$ cat config.mk
export PLATFORM = sky130hd
export DESIGN_NAME = pipe_stall_ctrl
export DESIGN_NICKNAME = d
export VERILOG_FILES = /design/src/rtl/pipe_ctrl_pkg.sv /design/src/rtl/stall_watchdog.sv /design/src/rtl/pipe_stall_ctrl.sv
export SDC_FILE = /design/constraint.sdc
export NUM_CORES = 1
export LEC_CHECK = 0
export ABC_AREA = 1
export BUFFER_PORTS_ARGS = -buffer_cell sky130_fd_sc_hd__buf_4
export CAP_MARGIN = 10
export CORE_ASPECT_RATIO = 1.1
export CORE_MARGIN = 2
export CORE_UTILIZATION = 42
export DETAILED_ROUTE_END_ITERATION = 12
export MAX_ROUTING_LAYER = met4
export PLACE_DENSITY = 0.85
export SYNTH_ARGS = -nofsm -noshare
export SYNTH_HDL_FRONTEND = slang
export SYNTH_SLANG_ARGS = --single-unit
$ cat constraint.sdc
create_clock -name clk -period 2.8 [get_ports clk]
set_input_delay 0 -clock clk [delete_from_list [all_inputs] [get_ports clk]]
set_output_delay 0 -clock clk [all_outputs]
set_load 0.02 [all_outputs]
$ cat src/rtl/pipe_ctrl_pkg.sv
// Shared constants and encodings for the 5-stage pipeline sequencer.
package pipe_ctrl_pkg;

  // stall[5:0] = {wb, mem, ex, id, if, pc}; a set bit holds that register
  localparam logic [5:0] STALL_NONE = 6'b000000;
  localparam logic [5:0] STALL_IF   = 6'b000011;
  localparam logic [5:0] STALL_ID   = 6'b000111;
  localparam logic [5:0] STALL_EX   = 6'b001111;
  localparam logic [5:0] STALL_MEM  = 6'b011111;

  localparam logic [31:0] EXC_ERET = 32'h0000000e;

  typedef enum logic {
    RUN        = 1'b0,
    FLUSH_WAIT = 1'b1
  } pipe_state_e;

  typedef enum logic [1:0] {
    SRC_IF  = 2'd0,
    SRC_ID  = 2'd1,
    SRC_EX  = 2'd2,
    SRC_MEM = 2'd3
  } stall_src_e;

endpackage

$ cat src/rtl/stall_watchdog.sv
// Continuous-stall watchdog: counts consecutive stalled cycles and raises a
// sticky timeout flag that only rst clears.
module stall_watchdog #(
  parameter int                   TIMEOUT_W     = 16,
  parameter logic [TIMEOUT_W-1:0] TIMEOUT_LIMIT = '1
) (
  input  logic clk,
  input  logic rst,
  input  logic i_stall_active,
  input  logic i_flush,
  output logic o_timeout
);

  logic [TIMEOUT_W-1:0] r_cnt;
  logic [TIMEOUT_W-1:0] w_cnt_nxt;
  logic                 r_sticky;
  logic                 w_hit;
  logic                 w_count_en;

  assign w_count_en = i_stall_active && !i_flush;

  always_comb begin
    w_cnt_nxt = '0;
    if (w_count_en) begin
      w_cnt_nxt = (r_cnt == '1) ? r_cnt : r_cnt + 1'b1;
    end
  end

  // The flag is visible in the very cycle whose stall brings the count to the limit
  assign w_hit     = w_count_en && (w_cnt_nxt == TIMEOUT_LIMIT);
  assign o_timeout = r_sticky | w_hit;

  always_ff @(posedge clk) begin
    if (rst) begin
      r_cnt    <= '0;
      r_sticky <= 1'b0;
    end else begin
      r_cnt    <= w_cnt_nxt;
      r_sticky <= r_sticky | w_hit;
    end
  end

endmodule

$ cat src/rtl/pipe_stall_ctrl.sv
// Pipeline sequencer: merges stall requests, turns MEM exceptions into flush +
// redirect, holds the front end after a redirect. Optional PIPE_PERF_EN adds stall counters.
module pipe_stall_ctrl
  import pipe_ctrl_pkg::*;
#(
  parameter int                   TIMEOUT_W     = 16,
  parameter logic [TIMEOUT_W-1:0] TIMEOUT_LIMIT = 16'hFFFF,
  parameter logic [31:0]          EXC_VEC       = 32'h00000020,
  parameter int                   PERF_W        = 32
) (
  input  logic              clk,
  input  logic              rst,
  input  logic              stallreq_if,
  input  logic              stallreq_id,
  input  logic              stallreq_ex,
  input  logic              stallreq_mem,
  input  logic [31:0]       excepttype_i,
  input  logic [31:0]       cp0_epc_i,
  input  logic [1:0]        perf_sel,
  output logic [5:0]        stall,
  output logic              flush,
  output logic [31:0]       new_pc,
  output logic              stall_timeout,
  output logic [PERF_W-1:0] perf_cnt
);

  pipe_state_e r_state;
  pipe_state_e w_state_nxt;
  logic [5:0]  w_stall;
  logic        w_flush;
  logic [31:0] w_new_pc;
  logic        w_src_vld;
  stall_src_e  w_src;

  always_comb begin
    w_stall     = STALL_NONE;
    w_flush     = 1'b0;
    w_new_pc    = 32'h0;
    w_state_nxt = r_state;
    w_src_vld   = 1'b0;
    w_src       = SRC_IF;
    if (!rst) begin
      case (r_state)
        RUN: begin
          if (excepttype_i != 32'h0) begin
            w_flush  = 1'b1;
            w_new_pc = (excepttype_i == EXC_ERET) ? cp0_epc_i : EXC_VEC;
            // A fetch still in flight would land on the old path; wait it out
            if (stallreq_if) w_state_nxt = FLUSH_WAIT;
          end else if (stallreq_mem) begin
            w_stall   = STALL_MEM;
            w_src_vld = 1'b1;
            w_src     = SRC_MEM;
          end else if (stallreq_ex) begin
            w_stall   = STALL_EX;
            w_src_vld = 1'b1;
            w_src     = SRC_EX;
          end else if (stallreq_id) begin
            w_stall   = STALL_ID;
            w_src_vld = 1'b1;
            w_src     = SRC_ID;
          end else if (stallreq_if) begin
            w_stall   = STALL_IF;
            w_src_vld = 1'b1;
            w_src     = SRC_IF;
          end
        end
        FLUSH_WAIT: begin
          // Pipe is empty here, so only the fetch side matters
          if (stallreq_if) w_stall = STALL_IF;
          else             w_state_nxt = RUN;
        end
        default: w_state_nxt = RUN;
      endcase
    end
  end

  always_ff @(posedge clk) begin
    if (rst) r_state <= RUN;
    else     r_state <= w_state_nxt;
  end

  assign stall  = w_stall;
  assign flush  = w_flush;
  assign new_pc = w_new_pc;

  stall_watchdog #(
    .TIMEOUT_W    (TIMEOUT_W),
    .TIMEOUT_LIMIT(TIMEOUT_LIMIT)
  ) u_watchdog (
    .clk           (clk),
    .rst           (rst),
    .i_stall_active(w_stall != STALL_NONE),
    .i_flush       (w_flush),
    .o_timeout     (stall_timeout)
  );

`ifdef PIPE_PERF_EN
  logic [PERF_W-1:0] r_perf [4];
  logic [PERF_W-1:0] r_perf_cnt;

  always_ff @(posedge clk) begin
    if (rst) begin
      for (int i = 0; i < 4; i++) r_perf[i] <= '0;
      r_perf_cnt <= '0;
    end else begin
      r_perf_cnt <= r_perf[perf_sel];
      if (w_src_vld && (r_perf[w_src] != '1)) begin
        r_perf[w_src] <= r_perf[w_src] + 1'b1;
      end
    end
  end

  assign perf_cnt = r_perf_cnt;
`else
  logic w_unused_perf;
  assign w_unused_perf = ^{perf_sel, w_src_vld, w_src};
  assign perf_cnt      = '0;
`endif

endmodule

==> results.rst <==
.. list-table::
   :header-rows: 1

   * - Metric
     - Value
   * - Result of the run
     - completed
   * - Source-to-sink clock delay at the later pin of the worst-skew pair
     - 250 ps
   * - Count of warnings emitted by yosys
     - 0
   * - Detailed Routing Iterations Pass 1
     - 5
   * - Number of maximum-capacitance constraint violations
     - 0
   * - Crit path kind
     - reg2out
   * - Overall die height
     - 71.9 um
   * - Initial Util
     - 44.0%
   * - Count of nets left with antenna violations after detail routing
     - 0
   * - Top-level I/O count
     - 144
   * - Fraction of the yosys area taken by sequential cells
     - 20.5%
   * - Static leakage power
     - 1.24 nW
   * - Clock-pin slew on the worst setup and hold paths
     - 60 ps
   * - Placer congestion estimate
     - 0.826
   * - Horizontal die dimension
     - 65.7 um
   * - Met1 Track Usage GR
     - 25.1%
   * - Clk Tree Root Cell
     - clkbuf_8
   * - Setup Total Neg Slack
     - 0 ps
   * - Final critical-path setup slack
     - 611 ps
   * - Area of all sequential standard cells
     - 360 um2
   * - Worst min path class
     - in2reg
   * - NumNets Final
     - 487
   * - Met3 GRT Util
     - 2.51%
   * - H-tree levels
     - 1
   * - DP Wirelength
     - 4.17 mm
   * - Area of the multi-input gates
     - 1140 um2
   * - Crit Path Max Fanout
     - 18
   * - DRT Wirelength
     - 5.10 mm
   * - Share of post-route cells with drive strength above 1
     - 30.3%
   * - Global-route wire length before repair
     - 7.78 mm
   * - Cell area after synthesis
     - 1760 um2
   * - CP arrival
     - 2190 ps
   * - Number of endpoints failing setup at the final stage
     - 0
   * - Slew headroom
     - 41.7%
   * - End point of the worst hold path
     - r_state
   * - N_diodes
     - 0
   * - Clock Tree Buf Depth
     - 2
   * - Layer with the highest usage after global routing
     - met2
   * - Area enclosed by the die boundary
     - 4720 um2
   * - Routed vias
     - 2,115
   * - DRC violations left
     - 0
   * - Register-to-Register Setup Slack
     - 890 ps
   * - Number of CTS-inserted buffers
     - 3
   * - Final number of max-transition violations
     - 0
   * - Endpoint of the lowest-slack register-to-register path
     - u_watchdog.r_sticky
   * - Routed length per instance
     - 11.0 um
   * - Crit start category
     - register
   * - Worst hold slack
     - 331 ps
   * - Start point of the worst hold path
     - excepttype_i[3]
   * - Actual transition at the worst max-transition pin
     - 874 ps
   * - Final total power
     - 0.585 mW
   * - Quantity of gates resized following cts
     - 0
   * - Detail-routed via count per cell
     - 4.56
   * - Final critical path time including I/O delays and setup
     - 2190 ps
   * - Average size of a mapped cell
     - 5.69 um2
   * - Count of routing violations after the opening detailed-route iteration
     - 55
   * - WP data required
     - 2800 ps
   * - Core Rows
     - 24
   * - Post-synth cell types
     - 29
   * - Sum of overflow across all layers after global routing
     - 0
   * - Maximum clock frequency
     - 457 MHz
   * - GRT Total Usage
     - 21.1%
   * - RSZ-0062 raised after global routing
     - no
   * - CTS tree
     - built
   * - Final critical-path share of the clock period
     - 78.2%
   * - Post-synthesis to final-layout area growth
     - 43.4%
   * - Power density over the cells
     - 232 nW/um2
   * - Maximum number of pins on one net before global-route repair
     - 33
   * - Core Box Area
     - 3990 um2
   * - Reg2Reg Launch Point
     - u_watchdog.r_cnt[0]
   * - Post-Place Worst Slack
     - 885 ps
   * - Peak VDD IR
     - 0.215 mV
   * - Port-buffer cells
     - 108
   * - Type of element capturing the critical path
     - output port
   * - Number of cells on the worst hold path
     - 9
   * - Number of synthesized register bits
     - 18
   * - Worst clock skew
     - 2.12 ps
   * - Count of fill cells added during filler insertion
     - 353
   * - Count of hold-fix buffers inserted at cts
     - 2
   * - Cells on worst reg2reg path
     - 13
   * - Final count of hold timing violations
     - 0
   * - Number of cells after detailed placement
     - 459
   * - Synthesized instance count
     - 309
   * - Final cell count without fillers
     - 464
   * - Number of buffers inserted by post-CTS setup repair
     - 0
   * - Clock sink count
     - 18
   * - Routing usage on met2
     - 37.3%
   * - Vias in the first global route
     - 1,780
   * - Number of antenna violations at the first check in global routing
     - 0
## layout make-up
type / count / area share (%)
repair buffers: 110 / 33.0
well taps: 52 / 2.58
flip-flops and latches: 18 / 14.3
inverters: 21 / 3.13
clock buffers: 3 / 1.64
multi-input cells: 260 / 45.4
## worst max-delay path by stage
stage                   startpoint            end  depth (start not counted)
2_1_floorplan  u_watchdog.r_cnt[0]  stall_timeout                         13
3_3_place_gp   u_watchdog.r_cnt[0]  stall_timeout                         14
3_5_place_dp   u_watchdog.r_cnt[0]  stall_timeout                         14
4_1_cts        u_watchdog.r_cnt[0]  stall_timeout                         14
5_1_grt        u_watchdog.r_cnt[0]  stall_timeout                         14
6_report       u_watchdog.r_cnt[0]  stall_timeout                         14
## Yosys cell counts
library cell	n	area, um2
nor4_1	1	6.26
nor2_1	81	304
nor3_1	3	15.0
buf_4	34	255
o21ai_0	6	30.0
a21oi_2	1	8.76
buf_2	7	35.0
nor3b_1	1	7.51
nand4_1	4	25.0
nor2_4	2	22.5
xnor2_1	2	17.5
ha_1	1	12.5
nand3_2	1	10.0
nand2_4	1	11.3
nand2_1	85	319
o21ai_1	1	5.00
clkbuf_1	1	3.75
o21bai_1	1	7.51
xor2_1	4	35.0
nor2_8	1	20.0
nand2_2	2	12.5
nor2_2	3	18.8
conb_1	1	3.75
inv_1	20	75.1
a21oi_1	13	65.1
inv_2	1	3.75
dfxtp_1	18	360
nand3_1	11	55.1
or2_2	2	12.5
## critical path: stages (launching register included)
cell	delay (ps)
dfxtp_1	380
ha_1	230
inv_1	90
nor2_4	150
nand2_4	90
nor2_8	150
inv_2	140
nand2_1	100
nand2_1	50
nor2_1	110
nand2_1	70
nor2_2	90
nand3_2	80
nand2_1	70
buf_4	130
## registers in the layout, indices dropped and copies added, names as in the netlist
name,flops
r_state,1
u_watchdog.r_cnt,16
u_watchdog.r_sticky,1
## metrics by stage
step | instance area [um2] | util (%)
CTS | 2520 | 63.1
finish | 2520 | 63.1
global placement | 2460 | 61.6
detailed placement | 2460 | 61.6
floorplan | 1880 | -
global route | 2520 | 63.1
## power by group
part	internal (mW)	switching (mW)
clock	0.0955	0.0812
combinational	0.0714	0.0791
sequential	0.257	0.000624
## metal layers
metal | share of wire, % | wire (um)
met1 | 38 | 1920
met2 | 54 | 2740
met4 | 1.6 | 81
met5 | 0 | 0
met3 | 7.0 | 357
## cell usage in the layout, fill, tap and decap left out
master / instances
a21oi_1: 13
a21oi_2: 1
buf_4: 108
clkbuf_8: 3
conb_1: 33
dfxtp_1: 18
dlygate4sd3_1: 2
ha_1: 1
inv_1: 20
inv_2: 1
nand2_1: 85
nand2_2: 2
nand2_4: 1
nand3_1: 11
nand3_2: 1
nand4_1: 4
nor2_1: 81
nor2_2: 3
nor2_4: 2
nor2_8: 1
nor3_1: 3
nor3b_1: 1
nor4_1: 1
o21ai_0: 6
o21ai_1: 1
o21bai_1: 1
or2_2: 2
xnor2_1: 2
xor2_1: 4
## logic make-up (layout without fill, tap and decap cells)
group / Yosys count / count (layout) / synth area share, %
other cells: 1 / 33 / 0.213
flops: 18 / 18 / 20.5
xor+xnor: 6 / 6 / 2.99
compound gates: 22 / 22 / 6.62
fa+ha+maj: 1 / 1 / 0.712
simple gates: 198 / 198 / 47.8
buf+inv: 63 / 134 / 21.2
Power figures use the tool's default switching activity.
